--- config.mk ---
export PLATFORM = sky130hd
export DESIGN_NAME = qenc_dqp_bin
export DESIGN_NICKNAME = d
export VERILOG_FILES = /design/src/rtl/qenc_dqp_bin.sv
export SDC_FILE = /design/constraint.sdc
export NUM_CORES = 1
export LEC_CHECK = 0
export ABC_AREA = 0
export CAP_MARGIN = 15
export CORE_MARGIN = 2
export CORE_UTILIZATION = 60
export DETAILED_ROUTE_END_ITERATION = 10
export PLACE_DENSITY = 0.83
export SYNTH_ARGS = -nofsm -noshare
export SYNTH_HDL_FRONTEND = slang
export SYNTH_SLANG_ARGS = --single-unit
--- constraint.sdc ---
create_clock -name clk -period 6.6 [get_ports clk]
set_clock_uncertainty 0.15 [all_clocks]
set_input_delay 0.99 -clock clk [delete_from_list [all_inputs] [get_ports clk]]
set_output_delay 0.99 -clock clk [all_outputs]
set_load 0.005 [all_outputs]
--- src/rtl/qenc_dqp_bin.sv ---
// cu_qp_delta_abs/sign binarizer: TU prefix (ctx), EG0 suffix + sign (bypass), one bin per enc_rdy handshake.
// First bin one cycle after dqp_start; bins held stable while enc_rdy is low; done pulse the cycle after the last transfer.
module qenc_dqp_bin #(
   parameter logic [9:0] CTX_DQP_BASE = 10'd180
) (
   input  logic       clk,
   input  logic       rst,
   input  logic       dqp_start,
   input  logic [6:0] dqp_val,
   input  logic [1:0] slice_type,
   input  logic       cabac_init_flag,
   output logic [9:0] ctx_enc_addr,
   output logic       bin_val,
   output logic       bin_vld,
   output logic       EPMode_enc,
   input  logic       enc_rdy,
   output logic       dqp_done_intr
);

   typedef enum logic [2:0] {
      S_IDLE      = 3'd0,
      S_PREFIX    = 3'd1,
      S_SUF_UNARY = 3'd2,
      S_SUF_BITS  = 3'd3,
      S_SIGN      = 3'd4,
      S_DONE      = 3'd5
   } state_t;

   state_t     state_q, state_d;
   logic [6:0] abs_q, abs_d;
   logic       neg_q, neg_d;
   logic [1:0] init_q, init_d;
   logic [2:0] idx_q, idx_d;
   logic [5:0] suf_q, suf_d;
   logic [2:0] k_q, k_d;
   logic [2:0] bidx_q, bidx_d;

   logic       vld_q, vld_d;
   logic       val_q, val_d;
   logic       ep_q, ep_d;
   logic [9:0] ctx_q, ctx_d;
   logic       done_q, done_d;

   logic       xfer;
   logic [2:0] pfx_last;
   logic [6:0] step_q;
   logic [2:0] pfx_d;
   logic [6:0] step_d;
   logic [5:0] suf_sh;

   always_comb begin
      state_d  = state_q;
      abs_d    = abs_q;
      neg_d    = neg_q;
      init_d   = init_q;
      idx_d    = idx_q;
      suf_d    = suf_q;
      k_d      = k_q;
      bidx_d   = bidx_q;
      xfer     = vld_q & enc_rdy;
      // abs < 5 ends with a zero at index abs; otherwise the prefix is five ones
      pfx_last = (abs_q >= 7'd5) ? 3'd4 : abs_q[2:0];
      step_q   = 7'd1 << k_q;

      case (state_q)
         S_IDLE: begin
            if (dqp_start) begin
               abs_d = dqp_val[6] ? (~dqp_val + 7'd1) : dqp_val;
               neg_d = dqp_val[6];
               case (slice_type)
                  2'd0:    init_d = cabac_init_flag ? 2'd1 : 2'd2;
                  2'd1:    init_d = cabac_init_flag ? 2'd2 : 2'd1;
                  default: init_d = 2'd0;
               endcase
               idx_d   = 3'd0;
               state_d = S_PREFIX;
            end
         end
         S_PREFIX: begin
            if (xfer) begin
               if (idx_q == pfx_last) begin
                  if (abs_q >= 7'd5) begin
                     suf_d   = 6'(abs_q - 7'd5);
                     k_d     = 3'd0;
                     state_d = S_SUF_UNARY;
                  end else if (abs_q != 7'd0) begin
                     state_d = S_SIGN;
                  end else begin
                     state_d = S_DONE;
                  end
               end else begin
                  idx_d = idx_q + 3'd1;
               end
            end
         end
         S_SUF_UNARY: begin
            if (xfer) begin
               if ({1'b0, suf_q} >= step_q) begin
                  suf_d = suf_q - step_q[5:0];
                  k_d   = k_q + 3'd1;
               end else if (k_q == 3'd0) begin
                  state_d = S_SIGN;
               end else begin
                  bidx_d  = k_q;
                  state_d = S_SUF_BITS;
               end
            end
         end
         S_SUF_BITS: begin
            if (xfer) begin
               if (bidx_q == 3'd1) state_d = S_SIGN;
               else                bidx_d  = bidx_q - 3'd1;
            end
         end
         S_SIGN: begin
            if (xfer) state_d = S_DONE;
         end
         S_DONE:  state_d = S_IDLE;
         default: state_d = S_IDLE;
      endcase

      // Outputs are computed from the next state so they can be registered with no extra latency
      vld_d  = 1'b0;
      val_d  = 1'b0;
      ep_d   = 1'b0;
      ctx_d  = 10'd0;
      done_d = 1'b0;
      pfx_d  = (abs_d >= 7'd5) ? 3'd5 : abs_d[2:0];
      step_d = 7'd1 << k_d;
      suf_sh = suf_d >> (bidx_d - 3'd1);

      case (state_d)
         S_PREFIX: begin
            vld_d = 1'b1;
            val_d = (idx_d < pfx_d);
            ctx_d = CTX_DQP_BASE + {7'd0, init_d, 1'b0} + {9'd0, (idx_d != 3'd0)};
         end
         S_SUF_UNARY: begin
            vld_d = 1'b1;
            ep_d  = 1'b1;
            val_d = ({1'b0, suf_d} >= step_d);
         end
         S_SUF_BITS: begin
            vld_d = 1'b1;
            ep_d  = 1'b1;
            val_d = suf_sh[0];
         end
         S_SIGN: begin
            vld_d = 1'b1;
            ep_d  = 1'b1;
            val_d = neg_d;
         end
         S_DONE:  done_d = 1'b1;
         default: ;
      endcase
   end

   always_ff @(posedge clk) begin
      if (rst) begin
         state_q <= S_IDLE;
         abs_q   <= 7'd0;
         neg_q   <= 1'b0;
         init_q  <= 2'd0;
         idx_q   <= 3'd0;
         suf_q   <= 6'd0;
         k_q     <= 3'd0;
         bidx_q  <= 3'd0;
         vld_q   <= 1'b0;
         val_q   <= 1'b0;
         ep_q    <= 1'b0;
         ctx_q   <= 10'd0;
         done_q  <= 1'b0;
      end else begin
         state_q <= state_d;
         abs_q   <= abs_d;
         neg_q   <= neg_d;
         init_q  <= init_d;
         idx_q   <= idx_d;
         suf_q   <= suf_d;
         k_q     <= k_d;
         bidx_q  <= bidx_d;
         vld_q   <= vld_d;
         val_q   <= val_d;
         ep_q    <= ep_d;
         ctx_q   <= ctx_d;
         done_q  <= done_d;
      end
   end

   assign ctx_enc_addr  = ctx_q;
   assign bin_val       = val_q;
   assign bin_vld       = vld_q;
   assign EPMode_enc    = ep_q;
   assign dqp_done_intr = done_q;

endmodule

* Word-level counts from Yosys, hierarchy flattened *
Cells that the tools add are included.

operators by class
  reductions and logical operators = 8
  shift-type cells = 3
  magnitude comparators = 5
  eq/ne operators = 12
  mux-type cells = 50
  add/subtract/negate cells = 9
  bitwise logic cells = 3

operators by type and width
  operator                                                               number
  3-bit two-way mux                                                      25
  6-bit two-way mux                                                      5
  7-bit two-way mux                                                      3
  3-bit case mux with 2 select lines                                     3
  3-bit case mux with 5 select lines                                     1
  6-bit by 7-bit >= comparator with 1-bit output                         2
  7-bit by 3-bit >= comparator with 1-bit output, second input constant  2
  1-bit by 3-bit left shift with 7-bit output, first input constant      2
  3-bit by 2-bit == test with 1-bit output, second input constant        4
  6-bit case mux with 2 select lines                                     1
  9-bit by 1-bit adder with 10-bit output                                1
  8-bit by 3-bit adder with 9-bit output, first input constant           1
  3-bit by 1-bit == test with 1-bit output, second input constant        3
  3-bit == test, second input constant                                   3
  2-bit two-way mux                                                      4
  7-bit by 1-bit adder with 7-bit output, second input constant          1
  7-bit inverter                                                         1
  7-bit nonzero test                                                     1
  3-bit by 1-bit adder with 3-bit output, second input constant          2
  3-bit logical NOT                                                      2
  1-bit two-way mux                                                      6
  6-bit by 3-bit right shift with 1-bit output                           1
  3-bit by 1-bit subtractor with 3-bit output, second input constant     2
  6-bit by 3-bit subtractor with 6-bit output, second input constant     1
  other kinds (13)                                                       13

storage, ports and cells
  logic and storage cells = 103
  register bits = 42
  output and inout bits = 14

* Logic depth before layout (Yosys ltp) *
  word-level depth = 9
  depth in mapped cells = 22
  gate-level depth less buffers = 22

* Least setup slack after synthesis *
Ideal clock, no wire load.

  path type = register to register
  start = register k_q[0]
  end = register val_q (netlist: bin_val)
  setup slack = 2541 ps
  buffers on the path = 0
  cell stages (with the launch flop) = 21
  period minus slack after synthesis = 4059 ps
  required time = 6317 ps
  setup time = 133 ps
  arrival = 3776 ps
  cells stage by stage = dfxtp_1 ha_1 ha_1 inv_1 ha_1 a21o_1 a211o_1 o21ai_1 and2_1 nand2_1 o21ai_0 nor2_1 ha_1 nand2b_1 a21o_1 a21o_1 a21oi_1 o21ai_0 o2111a_1 o31ai_1 o211ai_2

on the way
  word-level cells in the longest chain between the ends = 8

RTL lines
  what                                                                                                            RTL line  RTL
  start: declaration                                                                                              35        logic [2:0] k_q, k_d;
  start signal: assignment                                                                                        180       k_q <= k_d;
  1-bit by 3-bit left shift with 7-bit output or 3-bit logical NOT (tied branches)                                63, 101
  6-bit by 7-bit >= comparator with 1-bit output or 3-bit two-way mux (tied branches)                             98, 101
  3-bit two-way mux                                                                                               98        if ({1'b0, suf_q} >= step_q) begin
  3-bit two-way mux                                                                                               97        if (xfer) begin
  3-bit case mux with 2 select lines                                                                              65        case (state_q)
  3-bit by 1-bit subtractor with 3-bit output or 1-bit by 3-bit left shift with 7-bit output (tied branches)      130, 129
  6-bit by 3-bit right shift with 1-bit output or 6-bit by 7-bit >= comparator with 1-bit output (tied branches)  130, 141
  1-bit case mux with 4 select lines (*)                                                                          132       case (state_d)
  end signal: assignment                                                                                          183       val_q <= val_d;
  end: declaration                                                                                                39        logic val_q, val_d;

Mark *: on every way between the ends. The rest lies on a longest branch, timed or not.
A chain may end at the register's enable or synchronous reset.

* Worst setup path after layout *
  start = input port enc_rdy
  end = register val_q (netlist: bin_val)

on the way
  word-level cells in the longest chain between the ends = 6

RTL lines
  what                                                                                                            RTL line     RTL
  start: declaration                                                                                              16           input logic enc_rdy,
  1-bit AND (*)                                                                                                   60           xfer = vld_q & enc_rdy;
  3-bit two-way mux, on equally long branches                                                                     110, 80, 97
  3-bit case mux with 2 select lines                                                                              65
  3-bit by 1-bit subtractor with 3-bit output or 1-bit by 3-bit left shift with 7-bit output (tied branches)      130, 129
  6-bit by 3-bit right shift with 1-bit output or 6-bit by 7-bit >= comparator with 1-bit output (tied branches)  130, 141
  1-bit case mux with 4 select lines (*)                                                                          132

Marks and branches as above.

==> results.md <==
- The final wirelength is 7180 um.
- The number of nets in the finished design is around 430.
- In the layout the commonest cells are nor2_1, dfxtp_1, nand2_1, ha_1.
- The maximum ir drop on the vdd rail is approximately 130 uV.
- The total inserted antenna cells is 0.
- The quantity of hold-fixing buffers added after cts is 0.
- During synthesis, Yosys emitted a total of 0 warnings.
- The area fraction in and, or, nand and nor cells after synthesis is between 20% and 30%.
- The tool flagged a number of max-cap violations equal to 0.
- The aggregate global-route resource usage is between 20% and 30%.
- After synthesis, the largest family of logic cells by area is compound AO/OA/AOI/OAI gates.
- Compared with the post-synthesis result, the final layout area differs by 12.0%.
- The later-pin clock latency in the skew report is 300 ps.
- The critical path is of the in2reg type.
- The utilization after layout is about 70%.
- Using the TritonRoute via totals, the vias-per-cell ratio works out to just over 6.
- The worst path in the final design needs a cycle of between 5000 and 6000 ps, including I/O delays and setup.
- The aggregate global routing overflow is 0.
- STA classifies the critical path endpoint as a flop.
- The die covers ~5500 um2.
- Total power for the finished layout comes to about 0.55 mW.
- The clock tree synthesis step divided the H-tree into 2 levels.
- The adder and majority cell fraction of the synthesized area is about 12%.
- The detail route stage leaves a number of antenna-violating nets equal to 0.
- Timing would allow up to 198 MHz.
- Along the worst path, the maximum fanout reaches 14.
- In this run the standard cell core region covers roughly 4700 um2.
- Of the cells placed in the final design, the portion with a size suffix greater than 1 is approximately 6.2%.
- The number of port buffers is 24.
- The number of global-route vias before repair is roughly 2500.
- The final-layout setup total negative slack is 0 ps.
- The number of slew-limit violations in the final report is 0.
- Setup repair after global routing left no endpoint under its margin.
- For this design the ratio of total power to cell area is between 150 and 200 nW/um2.
- The netlist area before placement is just under 3000 um2.
- In the synthesized netlist, mux cells make up roughly 2.1% of the area.
- Yosys mapped a number of flops with a built-in enable equal to 0.
- For the worst setup path, the data arrival time is approximately 5100 ps.
- The finished layout holds 453 standard cells, fillers aside.
- The number of clock buffers inserted by TritonCTS is 5.
- Clock-pin slew was measured on the worst setup and hold paths at about 80 ps.
- The instance area at placement is 3190 um2.
- The transition time at the pin with the least slew margin is between 700 and 800 ps.
- After legalization and detailed placement, the total HPWL measured ~5400 um.
- The most common cell after layout, fill and taps aside is nor2_1.
- The chip width is 74.1 um.
- The commonest register cell after synthesis is dfxtp_1.
- After synthesis, the netlist uses between 70 and 80 different library cells.
- The number of hold-slack violations in the final timing report is 0.
- The die is ~74 um tall.
- The analysis attributes to cell leakage a power of approximately 1.4 nW.
- Setup violations remaining at the end of the flow were counted as 0.
- The routed length per placed instance is about 16 um.
- The top cell type's share of synthesized area is 25.1%.
- The worst pin sits at a relative slew slack of approximately half.
- After clock tree synthesis, the repair step resized 0 gates.
- By area the synthesized netlist is led by dfxtp_1, ha_1, nor2_1.
- The number of vias after detailed routing is 2792.
- The total iterations of the first detailed-routing run is 7.
- The global-route wire length before repair is roughly 11000 um.
- The biggest area contributor in the post-synthesis netlist is dfxtp_1.
- The compound-gate portion of the synthesized area is ~26%.
- The path class of the tightest hold or removal check is reg2reg.
- The worst path required time is between 6000 and 7000 ps.
- The floorplan has 25 rows.
- Dividing the final minimum period by the clock period gives 76.4%.
- In this run the post-CTS setup repair buffer count came out at 0.
- The number of instances in the placed design is roughly 450.
- The starting utilization of the core area is 62.4%.
- The proportion of synthesized chip area in sequential cells is between 20% and 30%.
- The final routed DRC violation total is 0.
- Counting flops and latches in the post-synthesis netlist gives 37.
- The flow ran to the end, and the final reports show no timing, DRC or antenna violations.
- STA classifies the critical path startpoint as a primary input.
- The maximum number of pins on one net before global-route repair is 35.
- The synthesized netlist devotes under 10% of its cell area to XOR and XNOR gates.
- TritonCTS built the clock tree.
- In this run, the number of DRC markers left after iteration 0 of detailed routing was 191.
- In this run the mean area of a mapped cell was roughly 8 um2.
- The tree is rooted in a clkbuf_8.
- The number of clock sinks is 37.
- The cell area after layout is between 3000 and 4000 um2.
- Synthesis produced a netlist whose cell count is between 300 and 400.
- The clock passes through at most 2 buffers.
- The global placer's final weighted congestion is between 0.9 and 1.
- The number of antenna violations at the first check in global routing came to 0.
- After synthesis, the share of flip-flops with an asynchronous set or reset is 0%.
- The count of pins on the block boundary is 28.
[where the power goes]
group | internal (mW) | total (mW) | switching (mW)
clock network | 0.113 | 0.206 | 0.0926
logic | 0.0447 | 0.0961 | 0.0514
registers | 0.231 | 0.244 | 0.0126
total | 0.389 | 0.546 | 0.157
[path summary, 6_finish.rpt]
check,depth (start not counted),slack [ps],from,to
setup / recovery,16,1560,enc_rdy,bin_val
hold / removal,2,330,init_q[0],init_q[0]
setup reg to reg,21,1690,k_q[0],bin_val
hold reg to reg,2,330,init_q[0],init_q[0]
[area by class of cell]
class                           count  area, um2
Multi-Input combinational cell    292       2020
Sequential cell                    37        741
Tap cell                           67       83.8
Inverter                           23       86.3
Fill cell                         387       1420
Clock buffer                        5       68.8
Timing Repair Buffer               26        255
Clock inverter                      3       46.3
[layer usage]
metal  global-route usage [%]  part of all wire (%)  vias up
li1                         -                     -     1368
met1                     33.1                    43     1316
met2                     48.8                    50       88
met3                     4.07                   4.2       20
met4                     8.08                   2.2        0
met5                        0                     0        -
[worst max-delay path: stages]
cell and delay (ps):
clkdlybuf4s50_1 500, and2_0 610, o2111ai_2 480, and3_1 340, a21oi_1 450, nand2_1 110
nor2_1 130, ha_1 240, nand2b_1 140, a21o_1 170, a21o_1 160, a21oi_1 120
o21ai_0 100, o2111a_1 120, o31ai_1 260, o211ai_2 120
[state kept, by name, indices dropped and copies added (netlist names), 2 cells and up]
signal	flops
idx_q	3
suf_q	6
init_q	2
state_q	3
ctx_enc_addr	5
bidx_q	3
abs_q	7
k_q	3
[cell usage after synthesis (all sizes together), types with 3 or more instances]
cell type and count:
nand4b 3, nor2b 9, xnor2 7, o311ai 4, nand2b 5, or2 3
o211ai 7, o21ai 17, dfxtp 37, and3 3, nor3b 4, mux2i 5
ha 27, a22oi 3, nand3 7, and2 6, nand2 28, clkbuf 9
o22ai 3, a21o 6, a211oi 3, o31ai 8, buf 11, xor2 7
inv 23, a21boi 5, nor2 41, a21oi 25, or4 3, nor3 8
or3 5, nor4 4, a31o 3
[cell families (layout without fill, tap and decap cells)]
logic type / count (synthesis) / in the layout
mux: 6 / 6
fa+ha+maj: 28 / 28
compound gates: 106 / 106
simple gates: 135 / 135
other cells: 1 / 3
buf+inv: 43 / 57
flops: 37 / 37
xor+xnor: 14 / 14
[through the flow]
stage / setup WS (ps) / hold slack [ps]
floorplan: 2540 / 297
global placement: 1590 / 311
detailed placement: 1350 / 319
CTS: 1650 / 339
global route: 1320 / 398
finish: 1560 / 335
Power figures use the tool's default switching activity.
==> variant (same flow settings) <==
Put one more register stage on the output `dqp_done_intr`, cleared by the reset. The value now appears one clock later. The other outputs are not delayed to match.
--- a/src/rtl/qenc_dqp_bin.sv
+++ b/src/rtl/qenc_dqp_bin.sv
@@ -191,7 +191,13 @@
    assign bin_val       = val_q;
    assign bin_vld       = vld_q;
    assign EPMode_enc    = ep_q;
-   assign dqp_done_intr = done_q;
+   always_ff @(posedge clk) begin
+      if (rst) begin
+         dqp_done_intr <= '0;
+      end else begin
+         dqp_done_intr <= done_q;
+      end
+   end
 
 endmodule
 
Function: changed (Yosys sat finds a counterexample within 4 cycles, from zero or initial values and one cycle with rst high).
==> variant against the unedited design <==
Routed wire length barely moved. Sequential cell count grew 1. Setup slack better by 0.17 ns. Synthesized area increased by 1.2%. Cell area up 0.68%. Combinational power down 11%. Total power is 7.7% lower. Critical path type is now flop to flop. Largest cell class unchanged. Highest routed layer unchanged.
==> variant: results (changes against the unedited design) <==
Logic synthesis
  – Syn. warnings: 0 (unchanged)
  – Netlist cell types: 74 (+4.2%)
  – Dominant synthesized flop cell: dfxtp_1
  – Async set or reset register ratio after synthesis: 0% (unchanged)
  – Synth cell count leaders: 44 x nor2_1, 38 x dfxtp_1, 32 x nand2_1, 27 x ha_1, 21 x inv_1
  – Most area-consuming cells after synthesis: dfxtp_1 25%, ha_1 11%, nor2_1 5.5%
  – Sequential-to-total area share from yosys stat: 25.5% (+0.37 points)

Layout
  – Antenna diodes: 0 (unchanged)
  – Layout cell share with drive strength beyond 1: 8.44% (+2.2 points)
  – Max reg flops: 7 (unchanged)
  – Fillers: 413 (+6.7%)
  – Biggest register: abs_q
  – Nets@finish: 432 (+1.2%)

Run status
  – Status: complete, no violations

Worst hold path
  – HP Class: flop to flop

Global route
  – Pin count of the biggest net entering global routing: 32 (-8.6%)
  – GRT Overall Usage: 28.0% (+0.91 points)
  – Antenna violations before repair: 0 (unchanged)
  – Vias in the first global route: 2635 (+5.3%)
  – Gr ovfl total: 0 (unchanged)
  – First-pass GRT wire length: 11900 microns (+3.7%)

Power
  – Worst VDD drop: 159 uV (+26%)
  – Leak pwr: 0.00133 uW (-2.6%)

CTS
  – Root Driver: clkbuf_8
  – CTS clock-pin slew for the worst setup and hold paths: 0.08 ns (about the same)
  – Total CTS buffers: 5 (unchanged)
  – Max H-tree Level: 2 (unchanged)
  – Clock Latency Late Sink: 0.30 ns (about the same)
  – Resized Gates After CTS: 0 (unchanged)
  – Clk buf depth: 2 (unchanged)

Routing
  – Vias/cell: 6.05 (-1.8%)
  – Wire per inst: 15.7 microns (-1.1%)
  – First-pass iteration count of the detailed router: 5 (-2)
  – DR iter-0 viols: 232 (+21%)

STA
  – Slew HR: 30.4% (-21 points)

Placed design
  – Port bufs: 24 (unchanged)
  – DPL Wire Length: 5450 microns (+0.87%)
  – Gpl congestion: 0.870 (-3.3%)

Setup path
  – Peak fanout along the critical path: 11 (-3)
  – CP arrival: 4.91 ns (-0.16 ns)
==> variant: cell count changes after synthesis, moves of 4 or more <==
cell / unedited run / this run
a21oi_1: 24 / 19
buf_2: 4 / 0
nand2_1: 28 / 32
xnor2_1: 7 / 12
==> variant: cells by family after synthesis <==
| family | count (synthesis) | synth area share [%] |
|---|---|---|
| AOI/OAI and AO/OA | 96 | 23.8 |
| xor gates and xnor gates | 17 | 4.99 |
| muxes | 6 | 2.05 |
| other | 1 | 0.126 |
| adders and majority gates | 28 | 12.0 |
| buffers and inverters | 38 | 6.08 |
| and+or+nand+nor | 148 | 25.5 |
| DFF | 38 | 25.5 |
==> variant: final timing paths <==
check / start / end / slack, ns / depth (start not counted)
worst max-delay path: k_q[0]$_SDFF_PP0_ / bin_val$_SDFF_PP0_ / 1.73 / 20
worst min-delay path: done_q$_SDFF_PP0_ / dqp_done_intr$_SDFF_PP0_ / 0.29 / 1
worst max register to register: k_q[0]$_SDFF_PP0_ / bin_val$_SDFF_PP0_ / 1.73 / 20
worst min register to register: done_q$_SDFF_PP0_ / dqp_done_intr$_SDFF_PP0_ / 0.29 / 1
==> variant: metal layers <==
layer,routed length [microns],global-route usage [%],up-vias
met3,454,5.96,21
met4,159,9.52,0
met5,0,0,-
met1,3250,36.2,1283
met2,3320,46.2,110
li1,-,-,1357
==> variant: final cells by class <==
type	count	area, sq um	area share [%]
clock buffer	6	82.6	2.48
sequential	38	761	22.9
timing repair buffer	25	248	7.45
multi-input combinational	298	2060	61.8
inverter	22	82.6	2.48
tap	67	83.8	2.52
clock inverter	2	12.5	0.376
==> variant: worst max-delay path, cell delays in order, from the launching register on <==
cell	delay (ns)
dfxtp_1	0.56
inv_1	0.19
ha_1	0.30
nand2_1	0.14
inv_1	0.08
ha_1	0.31
nand3_1	0.13
a31o_4	0.28
a21boi_2	0.39
nand2_1	0.16
o21ai_0	0.30
and2_1	0.18
ha_1	0.22
nand2b_1	0.14
a21o_1	0.17
a211oi_1	0.24
o21bai_1	0.12
a21o_2	0.24
a31oi_4	0.14
o41ai_1	0.08
o31a_1	0.23
==> variant: power by group <==
| part | switching [uW] | internal (uW) | total (uW) |
|---|---|---|---|
| clock network | 87.6 | 84.0 | 172 |
| registers | 10.3 | 237 | 247 |
| logic | 45.1 | 40.1 | 85.2 |
==> variant: per-stage QoR <==
stage	instance area, sq um	cells	hold WS, ns	power [uW]	setup slack (ns)
2_1_floorplan	2990	374	0.264	308	2.32
3_3_place_gp	3230	450	0.273	334	1.95
3_5_place_dp	3230	450	0.276	337	1.79
4_1_cts	3330	458	0.295	505	1.79
5_1_grt	3330	458	0.305	527	1.56
6_report	3330	458	0.291	504	1.73
